[src/rtl/serial_word_host.sv]
// Host side of the bit-serial link: serialises a parallel operand LSB-first and
// reassembles the peer's serial result into a parallel word, both on valid/ready.
module serial_word_host #(
  parameter int WIDTH = 4
) (
  input  logic             clk,
  input  logic             reset,
  input  logic             op_valid,
  output logic             op_ready,
  input  logic [WIDTH-1:0] op_data,
  output logic             tx_start,
  output logic             ser_out,
  input  logic             ser_in,
  output logic             res_valid,
  output logic [WIDTH-1:0] res_data,
  input  logic             res_ready
);

  localparam int CW = (WIDTH > 1) ? $clog2(WIDTH) : 1;
  localparam logic [CW-1:0] LAST = CW'(WIDTH - 1);

  typedef enum logic [1:0] {
    IDLE  = 2'd0,
    SHIFT = 2'd1,
    HOLD  = 2'd2
  } state_t;

  state_t          state_reg;
  state_t          state_next;
  logic [WIDTH-1:0] tx_sh;
  logic [WIDTH-1:0] rx_sh;
  logic [CW-1:0]    cnt;

  always_ff @(posedge clk or posedge reset) begin
    if (reset) begin
      state_reg <= IDLE;
    end else begin
      state_reg <= state_next;
    end
  end

  always_comb begin
    state_next = state_reg;
    unique case (state_reg)
      IDLE:    if (op_valid) state_next = SHIFT;
      SHIFT:   if (cnt == LAST) state_next = HOLD;
      HOLD:    if (res_ready) state_next = IDLE;
      default: state_next = IDLE;
    endcase
  end

  always_ff @(posedge clk or posedge reset) begin
    if (reset) begin
      tx_sh <= '0;
      rx_sh <= '0;
      cnt   <= '0;
    end else begin
      unique case (state_reg)
        IDLE: begin
          if (op_valid) begin
            tx_sh <= op_data;
            cnt   <= '0;
          end
        end
        SHIFT: begin
          tx_sh <= {1'b0, tx_sh[WIDTH-1:1]};
          rx_sh <= {ser_in, rx_sh[WIDTH-1:1]};
          // Explicit clear keeps the counter in range for non-power-of-two widths.
          cnt   <= (cnt == LAST) ? '0 : cnt + 1'b1;
        end
        default: ;
      endcase
    end
  end

  // rx_sh is frozen outside SHIFT, so the result survives the handshake.
  assign op_ready  = (state_reg == IDLE);
  assign tx_start  = (state_reg == SHIFT) && (cnt == '0);
  assign ser_out   = (state_reg == SHIFT) && tx_sh[0];
  assign res_valid = (state_reg == HOLD);
  assign res_data  = rx_sh;

endmodule

[config.mk]
export PLATFORM = sky130hd
export DESIGN_NAME = serial_word_host
export DESIGN_NICKNAME = d
export VERILOG_FILES = /design/src/rtl/serial_word_host.sv
export SDC_FILE = /design/constraint.sdc
export NUM_CORES = 1
export LEC_CHECK = 0
export CAP_MARGIN = 15
export CORE_AREA = 2 2 39 41
export CTS_BUF_LIST = sky130_fd_sc_hd__clkbuf_8
export DETAILED_ROUTE_END_ITERATION = 8
export DIE_AREA = 0 0 41 43
export PLACE_DENSITY = 0.73
export SLEW_MARGIN = 20
export SYNTH_ARGS = -nofsm -noshare
export SYNTH_HDL_FRONTEND = slang
export SYNTH_SLANG_ARGS = --single-unit
[constraint.sdc]
create_clock -name clk -period 1.5 [get_ports clk]
set_input_delay 0.3 -clock clk [delete_from_list [all_inputs] [get_ports clk]]
set_output_delay 0.3 -clock clk [all_outputs]
set_load 0.005 [all_outputs]
==> results of run 1 <==
[layout make-up]
| cell class | instances | area [sq um] |
|---|---|---|
| fillers | 118 | 518.0 |
| flip-flops and latches | 12 | 300.3 |
| repair buffers | 29 | 255.2 |
| multi-input cells | 27 | 222.7 |
| clock buffers | 3 | 41.29 |
| inverters | 7 | 26.28 |
| well taps | 16 | 20.02 |
[report_power, final]
| part | internal, mW | switching, mW | total, mW |
|---|---|---|---|
| clock network | 0.176 | 0.108 | 0.284 |
| logic | 0.624 | 0.376 | 1.00 |
| registers | 0.484 | 0.0833 | 0.568 |
| total | 1.28 | 0.567 | 1.85 |
[per-stage QoR]
stage               instances  utilization [%]  hold WS (ns)
floorplan                  47                -        0.1647
global placement           88            58.14        0.4823
global route               94            62.57        0.4188
CTS                        94            62.48        0.3872
detailed placement         88            58.14        0.4870
finish                     94            62.57        0.3693
[worst max path at each step]
stage                                end
floorplan                        ser_out
global placement                op_ready
detailed placement  tx_sh[1]$_DFFE_PP0P_
CTS                             tx_start
global route                     ser_out
finish                           ser_out
[routing by layer]
metal  GRT usage [%]  vias to the layer above  wire (um)
met5               0                        -          0
met4           8.000                        0          0
met3           3.141                        0         54
met2           23.75                       14        656
met1           24.66                      235        531
li1                -                      226          -
[worst max-delay path, cell delays in order, from the launching register on]
cell and delay, ns:
sky130_fd_sc_hd__dfrtp_1 0.39, sky130_fd_sc_hd__nor2b_2 0.17, sky130_fd_sc_hd__and2_1 0.14, sky130_fd_sc_hd__dlygate4sd2_1 0.25
[cells by family (layout without fill, tap and decap cells)]
family	after synthesis	count (layout)	share of synthesized area (%)
multiplexers	4	4	8.035
adder cells (fa/ha/maj)	2	2	4.464
flip-flops	12	12	53.57
buffers and inverters	8	39	6.697
AO/OA/AOI/OAI	9	9	13.84
AND/OR/NAND/NOR	12	12	13.39
[what timing repair did]
item	CTS	global route
hold endpoints to repair	0	0
setup endpoints to repair	4	2
setup buffers	3	0
resized for setup	5	1
[placed cells by master, fill, tap and decap left out, drive strengths merged, types with 2 or more instances in the layout]
| cell | n |
|---|---|
| and2 | 2 |
| a22o | 3 |
| clkdlybuf4s50 | 12 |
| clkbuf | 3 |
| ha | 2 |
| dfrtp | 12 |
| nor2b | 3 |
| clkdlybuf4s15 | 2 |
| mux2 | 4 |
| dlygate4sd2 | 2 |
| inv | 7 |
| nor2 | 3 |
| buf | 13 |
| a222oi | 2 |
==> flow_metrics.tcl, run 1 <==
set metrics [dict create \
    dpl_cell_area_sq_um 804.5 \
    ys_seq_elements 12 \
    synth_sequential_area_ratio_pct 53.57 \
    gpl.final_weighted_congestion 0.7869 \
    synth.top_cell.area_share_pct 53.57 \
    pre_cts_ws_ns -0.001123 \
    tmin_final_ns 1.492 \
    synth-edff-count 0 \
    port_buffers 16 \
    drt.antenna.violating_nets 0 \
    rsz0062_at_grt "true" \
    worst_vdd_drop_v 0.001316 \
    ys_top_cells_by_area "sky130_fd_sc_hd__dfrtp_1, sky130_fd_sc_hd__mux2_2, sky130_fd_sc_hd__inv_1" \
    cts_htree_levels 1 \
    clk_tree_root_cell "sky130_fd_sc_hd__clkbuf_8" \
    grt_max_degree 13 \
    clkSinkCount 12 \
    final_min_period_over_clock_period_pct 99.44 \
    clkSlewWorstSetupHoldPaths_ns 0.05 \
    synth-main-ff-cell "sky130_fd_sc_hd__dfrtp_1" \
    post_synth_num_cell_types 19 \
    vias_in_the_first_global_route 420 \
    detailed_route_iter0_violations 13 \
    syn-mean-instance-area_sq_um 11.93 \
    worst_r2r_path_depth 5 \
    worstSetupEndpointType "output port" \
    yosysWarningCount 0 \
    cts_made_buffers 3 \
    drv_slew 0 \
    power.density_cell_area_mw_per_mm2 2139 \
    die_area_sq_mm 0.001763 \
    grt_first_pass_wirelength_mm 1.952 \
    dieWidth_um 41 \
    post_cts_hold_buffer_count 0 \
    setup_viol 0 \
    critical_setup_path_class "reg2out" \
    syn2layout_area_growth_pct 54.46 \
    worst-slew-pin-transition_ns 0.4555 \
    route.detailed.wl_per_inst_um 13.21 \
    drc 0 \
    run_status "finished clean" \
    regToRegSetupSlack_ns 0.07 \
    drive_above_1_share_pct 26.92 \
    grt_use_total_pct 17.02 \
    final-hold-violation-count 0 \
    later_pin_clock_latency_in_the_skew_report_ns 0.24 \
    setup.worst_path.start "state_reg[0]$_DFFE_PP0P_" \
    fmax_mhz 670.4 \
    design.final.nets 91 \
    r2r_path_start "state_reg[0]$_DFFE_PP0P_" \
    timing.slew.headroom_pct 69.60 \
    detail_route.first_pass.iterations 4 \
    antenna-diode-count 0 \
    hp-class "in2async" \
    stdcell_area_sq_um 865.8 \
    layout_setup_ws_ns 0.008457 \
    chip_height_um 43 \
    clk_path_buf_depth 2 \
    fin_worst_skew_ns 0.003666 \
    yosys.cell_count.top_type "sky130_fd_sc_hd__dfrtp_1" \
    cp_data_required_time_ns 1.20 \
    post_synth_instance_area_sq_um 560.5 \
    power.total_mw 1.852 \
    postSynthNetCount 58 \
    worst_setup_path_start_kind "register" \
    synthTopCellsByCount "sky130_fd_sc_hd__dfrtp_1, sky130_fd_sc_hd__inv_1, sky130_fd_sc_hd__mux2_2" \
    core_region_area_sq_mm 0.001384 \
    totalWireLength_mm 1.242 \
    totalNegativeSetupSlack_ns 0 \
    global_route.overflow_total 0 \
    tritoncts "done" \
    worstPathMaxFanout 3 \
    synth_largest_area_cell "sky130_fd_sc_hd__dfrtp_1" \
    initial_utilization_pct 40.51 \
    synth_async_sr_flop_share_pct 100.0 \
    rows 14 \
    max_cap_violations 0 \
    post_drt_via_cell_ratio 5.053 \
    postSynthCellCount 47 \
    critPathArrivalTime_ns 1.19 \
    antenna_found_initial 0 \
    crit-reg2reg-capture "tx_sh[1]$_DFFE_PP0P_" \
    dr_total_vias 475 \
    io_pins 17 \
    power.leakage_nw 0.4214 \
]
Power figures use the tool's default switching activity.
==> inputs of run 2 (changes only) <==
--- a/config.mk
+++ b/config.mk
@@ -11,6 +11,7 @@
 export DETAILED_ROUTE_END_ITERATION = 8
 export DIE_AREA = 0 0 41 43
 export PLACE_DENSITY = 0.73
+export SKIP_CTS_REPAIR_TIMING = 1
 export SLEW_MARGIN = 20
 export SYNTH_ARGS = -nofsm -noshare
 export SYNTH_HDL_FRONTEND = slang
==> flow_metrics.tcl, run 2 (synthesis results as in run 1) <==
set metrics [dict create \
    critical_path.max_stage_delay_ns 0.51 \
    post_drt_via_cell_ratio 4.968 \
    syn2layout_area_growth_pct 55.36 \
    leading_cell_types_in_the_layout_fill_and_taps_excluded "sky130_fd_sc_hd__dfrtp_1, sky130_fd_sc_hd__clkdlybuf4s50_1, sky130_fd_sc_hd__buf_4, sky130_fd_sc_hd__inv_1" \
    grt_max_degree 13 \
    regToRegSetupSlack_ns 0.10 \
    worst_setup_path_start_kind "register" \
    tmin_final_ns 1.399 \
    worstPathMaxFanout 3 \
    global_route.overflow_total 0 \
    antenna-diode-count 0 \
    fin_worst_skew_ns 0.005040 \
    dpl_cell_area_sq_um 804.5 \
    die_area_sq_mm 0.001763 \
    cts_htree_levels 1 \
    rsz0062_at_grt "false" \
    dieWidth_um 41 \
    critPathArrivalTime_ns 1.10 \
    core_region_area_sq_mm 0.001384 \
    power.leakage_nw 0.4661 \
    detailed_route_iter0_violations 9 \
    crit-reg2reg-capture "tx_sh[1]$_DFFE_PP0P_" \
    hp-class "in2async" \
    timing.slew.headroom_pct 68.89 \
    critical_setup_path_class "reg2out" \
    rows 14 \
    cp_cell_sequence "clkdlybuf4s50_1" \
    power.density_cell_area_mw_per_mm2 2119 \
    port_buffers 16 \
    design.final.nets 90 \
    tritoncts "done" \
    final_min_period_over_clock_period_pct 93.25 \
    slowest_stage "sky130_fd_sc_hd__clkdlybuf4s50_1" \
    drc 0 \
    worstSetupEndpointType "output port" \
    worst-slew-pin-transition_ns 0.4662 \
    detail_route.first_pass.iterations 4 \
    cp.buffers_inverters 1 \
    drt.antenna.violating_nets 0 \
    run_status "finished clean" \
    dpl.cell_count 88 \
    initial_utilization_pct 40.51 \
    vias_in_the_first_global_route 415 \
    io_pins 17 \
    chip_height_um 43 \
    stdcell_area_sq_um 870.8 \
    totalWireLength_mm 1.227 \
    route.detailed.wl_per_inst_um 13.19 \
    drive_above_1_share_pct 25.97 \
    cts_made_buffers 3 \
    cp_data_required_time_ns 1.20 \
    fmax_mhz 714.9 \
    max_cap_violations 0 \
    final-hold-violation-count 0 \
    r2r_path_start "state_reg[1]$_DFFE_PP0P_" \
    dr_total_vias 462 \
    final_cell_count_no_fill 93 \
    grt_first_pass_wirelength_mm 1.904 \
    worst_r2r_path_depth 5 \
    crit_path_end "res_data[2]" \
    later_pin_clock_latency_in_the_skew_report_ns 0.24 \
    crit_family "buffers and inverters" \
    clk_path_buf_depth 2 \
    clkSlewWorstSetupHoldPaths_ns 0.05 \
    grt_use_total_pct 16.62 \
    setup_viol 0 \
    antenna_found_initial 0 \
    gpl.final_weighted_congestion 0.7869 \
    clk_tree_root_cell "sky130_fd_sc_hd__clkbuf_8" \
    worst_vdd_drop_v 0.0009035 \
    setup.worst_path.start "res_data[2]$_DFFE_PP0N_" \
    drv_slew 0 \
    path_depth 1 \
    clkSinkCount 12 \
]
## run 2: cell type report
type | instances | area (sq um)
tap | 16 | 20.02
timing repair buffer | 28 | 260.3
clock buffer | 3 | 41.29
sequential | 12 | 300.3
multi-input combinational | 27 | 222.7
inverter | 7 | 26.28
fill | 116 | 513.0
## run 2: how the worst min path moves through the flow
stage / start / depth (start not counted) / slack, ns / end
final: reset / 2 / 0.37 / tx_sh[3]$_DFFE_PP0P_
after global routing: reset / 2 / 0.42 / state_reg[0]$_DFFE_PP0P_
after CTS: reset / 2 / 0.39 / state_reg[0]$_DFFE_PP0P_
after detailed placement: tx_sh[3]$_DFFE_PP0P_ / 1 / 0.49 / tx_sh[3]$_DFFE_PP0P_
after global placement: tx_sh[3]$_DFFE_PP0P_ / 1 / 0.48 / tx_sh[3]$_DFFE_PP0P_
after floorplan: reset / 1 / 0.16 / cnt[0]$_DFFE_PP0P_
## run 2: routing by layer
metal  wire length, um  up-vias  GRT usage [%]  share of wire, %
met1               572      227          25.00                47
met4                19        0          10.00               1.5
met5                 0        -              0                 0
met3                33        2          1.571               2.7
li1                  -      225              -                 -
met2               602        8          22.19                49
## run 2: power by group
part / switching [mW] / internal, mW / total (mW)
sequential: 0.0818 / 0.484 / 0.566
clock: 0.110 / 0.176 / 0.286
combinational: 0.372 / 0.621 / 0.993
total: 0.564 / 1.28 / 1.85
## run 2: through the flow
step / setup TNS [ns] / power (mW) / util (%) / hold slack (ns) / worst slack (ns)
floorplan: 0 / 1.049 / - / 0.1647 / 0.3382
global placement: 0 / 1.493 / 58.14 / 0.4823 / 0.02792
detailed placement: -0.001123 / 1.528 / 58.14 / 0.4870 / -0.001123
CTS: -0.9166 / 1.820 / 61.12 / 0.3872 / -0.2547
global route: 0 / 1.970 / 62.93 / 0.4208 / 0.03506
finish: 0 / 1.845 / 62.93 / 0.3736 / 0.1012
==> inputs of run 3 (changes only) <==
==> constraint.sdc (replaced) <==
create_clock -name clk -period 1.5 [get_ports clk]
set_input_delay 0.15 -clock clk [delete_from_list [all_inputs] [get_ports clk]]
set_output_delay 0.15 -clock clk [all_outputs]
set_load 0.005 [all_outputs]
==> flow_metrics.tcl, run 3 (synthesis results as in run 1) <==
set metrics [dict create \
    worst_setup_path_start_kind "register" \
    worstSetupEndpointType "output port" \
    clkSinkCount 12 \
    timing.slew.headroom_pct 69.83 \
    final_util_pct 62.30 \
    max_cap_violations 0 \
    port_buffers 16 \
    worst_vdd_drop_v 0.001008 \
    detailed_route_iter0_violations 5 \
    final-hold-violation-count 0 \
    initial_utilization_pct 40.51 \
    global_route.overflow_total 0 \
    clkSlewWorstSetupHoldPaths_ns 0.05 \
    leading_cell_types_in_the_layout_fill_and_taps_excluded "sky130_fd_sc_hd__clkdlybuf4s50_1, sky130_fd_sc_hd__dfrtp_1, sky130_fd_sc_hd__buf_4, sky130_fd_sc_hd__inv_1" \
    rsz0062_at_grt "false" \
    post_drt_via_cell_ratio 5.067 \
    dieWidth_um 41 \
    power.total_mw 1.863 \
    critPathArrivalTime_ns 1.31 \
    clk_path_buf_depth 2 \
    totalNegativeSetupSlack_ns 0 \
    drt.antenna.violating_nets 0 \
    drv_slew 0 \
    stdcell_area_sq_um 862.1 \
    rows 14 \
    grt_max_degree 13 \
    cp_data_required_time_ns 1.35 \
    route.detailed.wl_per_inst_um 13.22 \
    run_status "finished clean" \
    final_min_period_over_clock_period_pct 97.24 \
    design.final.nets 86 \
    grt_first_pass_wirelength_mm 1.725 \
    antenna-diode-count 0 \
    grt_use_total_pct 15.89 \
    setup_viol 0 \
    worst_r2r_path_depth 4 \
    worstPathMaxFanout 4 \
    tmin_final_ns 1.459 \
    power.density_cell_area_mw_per_mm2 2161 \
    critical_setup_path_class "reg2out" \
    syn2layout_area_growth_pct 53.79 \
    worst-slew-pin-transition_ns 0.4521 \
    drive_above_1_share_pct 27.03 \
    fmax_mhz 685.6 \
    fin_worst_skew_ns 0.0001476 \
    cts_made_buffers 3 \
    antenna_found_initial 0 \
    core_region_area_sq_mm 0.001384 \
    clk_tree_root_cell "sky130_fd_sc_hd__clkbuf_8" \
    die_area_sq_mm 0.001763 \
    chip_height_um 43 \
    dpl_cell_area_sq_um 767.0 \
    cts_htree_levels 1 \
    detailed_place_hpwl_um 826.3 \
    hp-class "in2async" \
    detail_route.first_pass.iterations 4 \
    power.leakage_nw 0.4451 \
    drc 0 \
    gpl.final_weighted_congestion 0.7614 \
    layout.cells.most_common "sky130_fd_sc_hd__clkdlybuf4s50_1" \
    worst_hold_slack_ns 0.2161 \
    io_pins 17 \
    vias_in_the_first_global_route 413 \
    later_pin_clock_latency_in_the_skew_report_ns 0.24 \
    totalWireLength_mm 1.190 \
    dr_total_vias 456 \
    tritoncts "done" \
]
[run 3: cell count changes in the layout (fill, tap and decap cells not counted), sizes merged]
cell	delta
clkbuf	+1
buf	-4
dlymetal6s2s	-1
clkdlybuf4s50	+1
[run 3: per-stage QoR]
| step | cells | worst slack, ns |
|---|---|---|
| final | 90 | 0.04134 |
| after global routing | 90 | 0.008323 |
| after CTS | 87 | -0.1610 |
| after detailed placement | 83 | 0.1170 |
| after global placement | 83 | 0.1308 |
| after floorplan | 47 | 0.3391 |
[run 3: where the power goes]
part	total (mW)	internal [mW]	switching, mW
Combinational	0.920	0.578	0.342
Sequential	0.589	0.488	0.101
Clock	0.355	0.232	0.122
Total	1.86	1.30	0.565
[run 3: layer usage]
metal  track usage, %  vias to the layer above  share of wire [%]
met5                0                        -                  0
met4            18.00                        0                4.6
met3            3.141                        5                3.8
met2            21.88                       12                 51
met1            17.85                      219                 41
li1                 -                      220                  -
[run 3: worst paths after layout]
path                                           from                  endpoint  slack, ns
max                        state_reg[1]$_DFFE_PP0P_                  op_ready       0.04
min                                           reset   res_data[0]$_DFFE_PP0N_       0.22
max reg2reg                state_reg[1]$_DFFE_PP0P_   res_data[2]$_DFFE_PP0N_       0.17
min reg2reg                state_reg[1]$_DFFE_PP0P_  state_reg[0]$_DFFE_PP0P_       0.50
max in group asynchronous                     reset  state_reg[0]$_DFFE_PP0P_       0.95
min in group clk           state_reg[1]$_DFFE_PP0P_  state_reg[0]$_DFFE_PP0P_       0.50
[run 3: final cells by class]
type | count | area (sq um)
inverter | 7 | 26.28
multi-input combinational | 27 | 230.2
fill | 117 | 521.8
timing repair buffer | 24 | 227.7
tap | 16 | 20.02
sequential | 12 | 302.8
clock buffer | 4 | 55.05
[run 3: worst max-delay path, cell delays in order (launching register included)]
cell and delay [ns]:
sky130_fd_sc_hd__dfrtp_2 0.43, sky130_fd_sc_hd__nor2_2 0.13, sky130_fd_sc_hd__clkdlybuf4s50_1 0.51
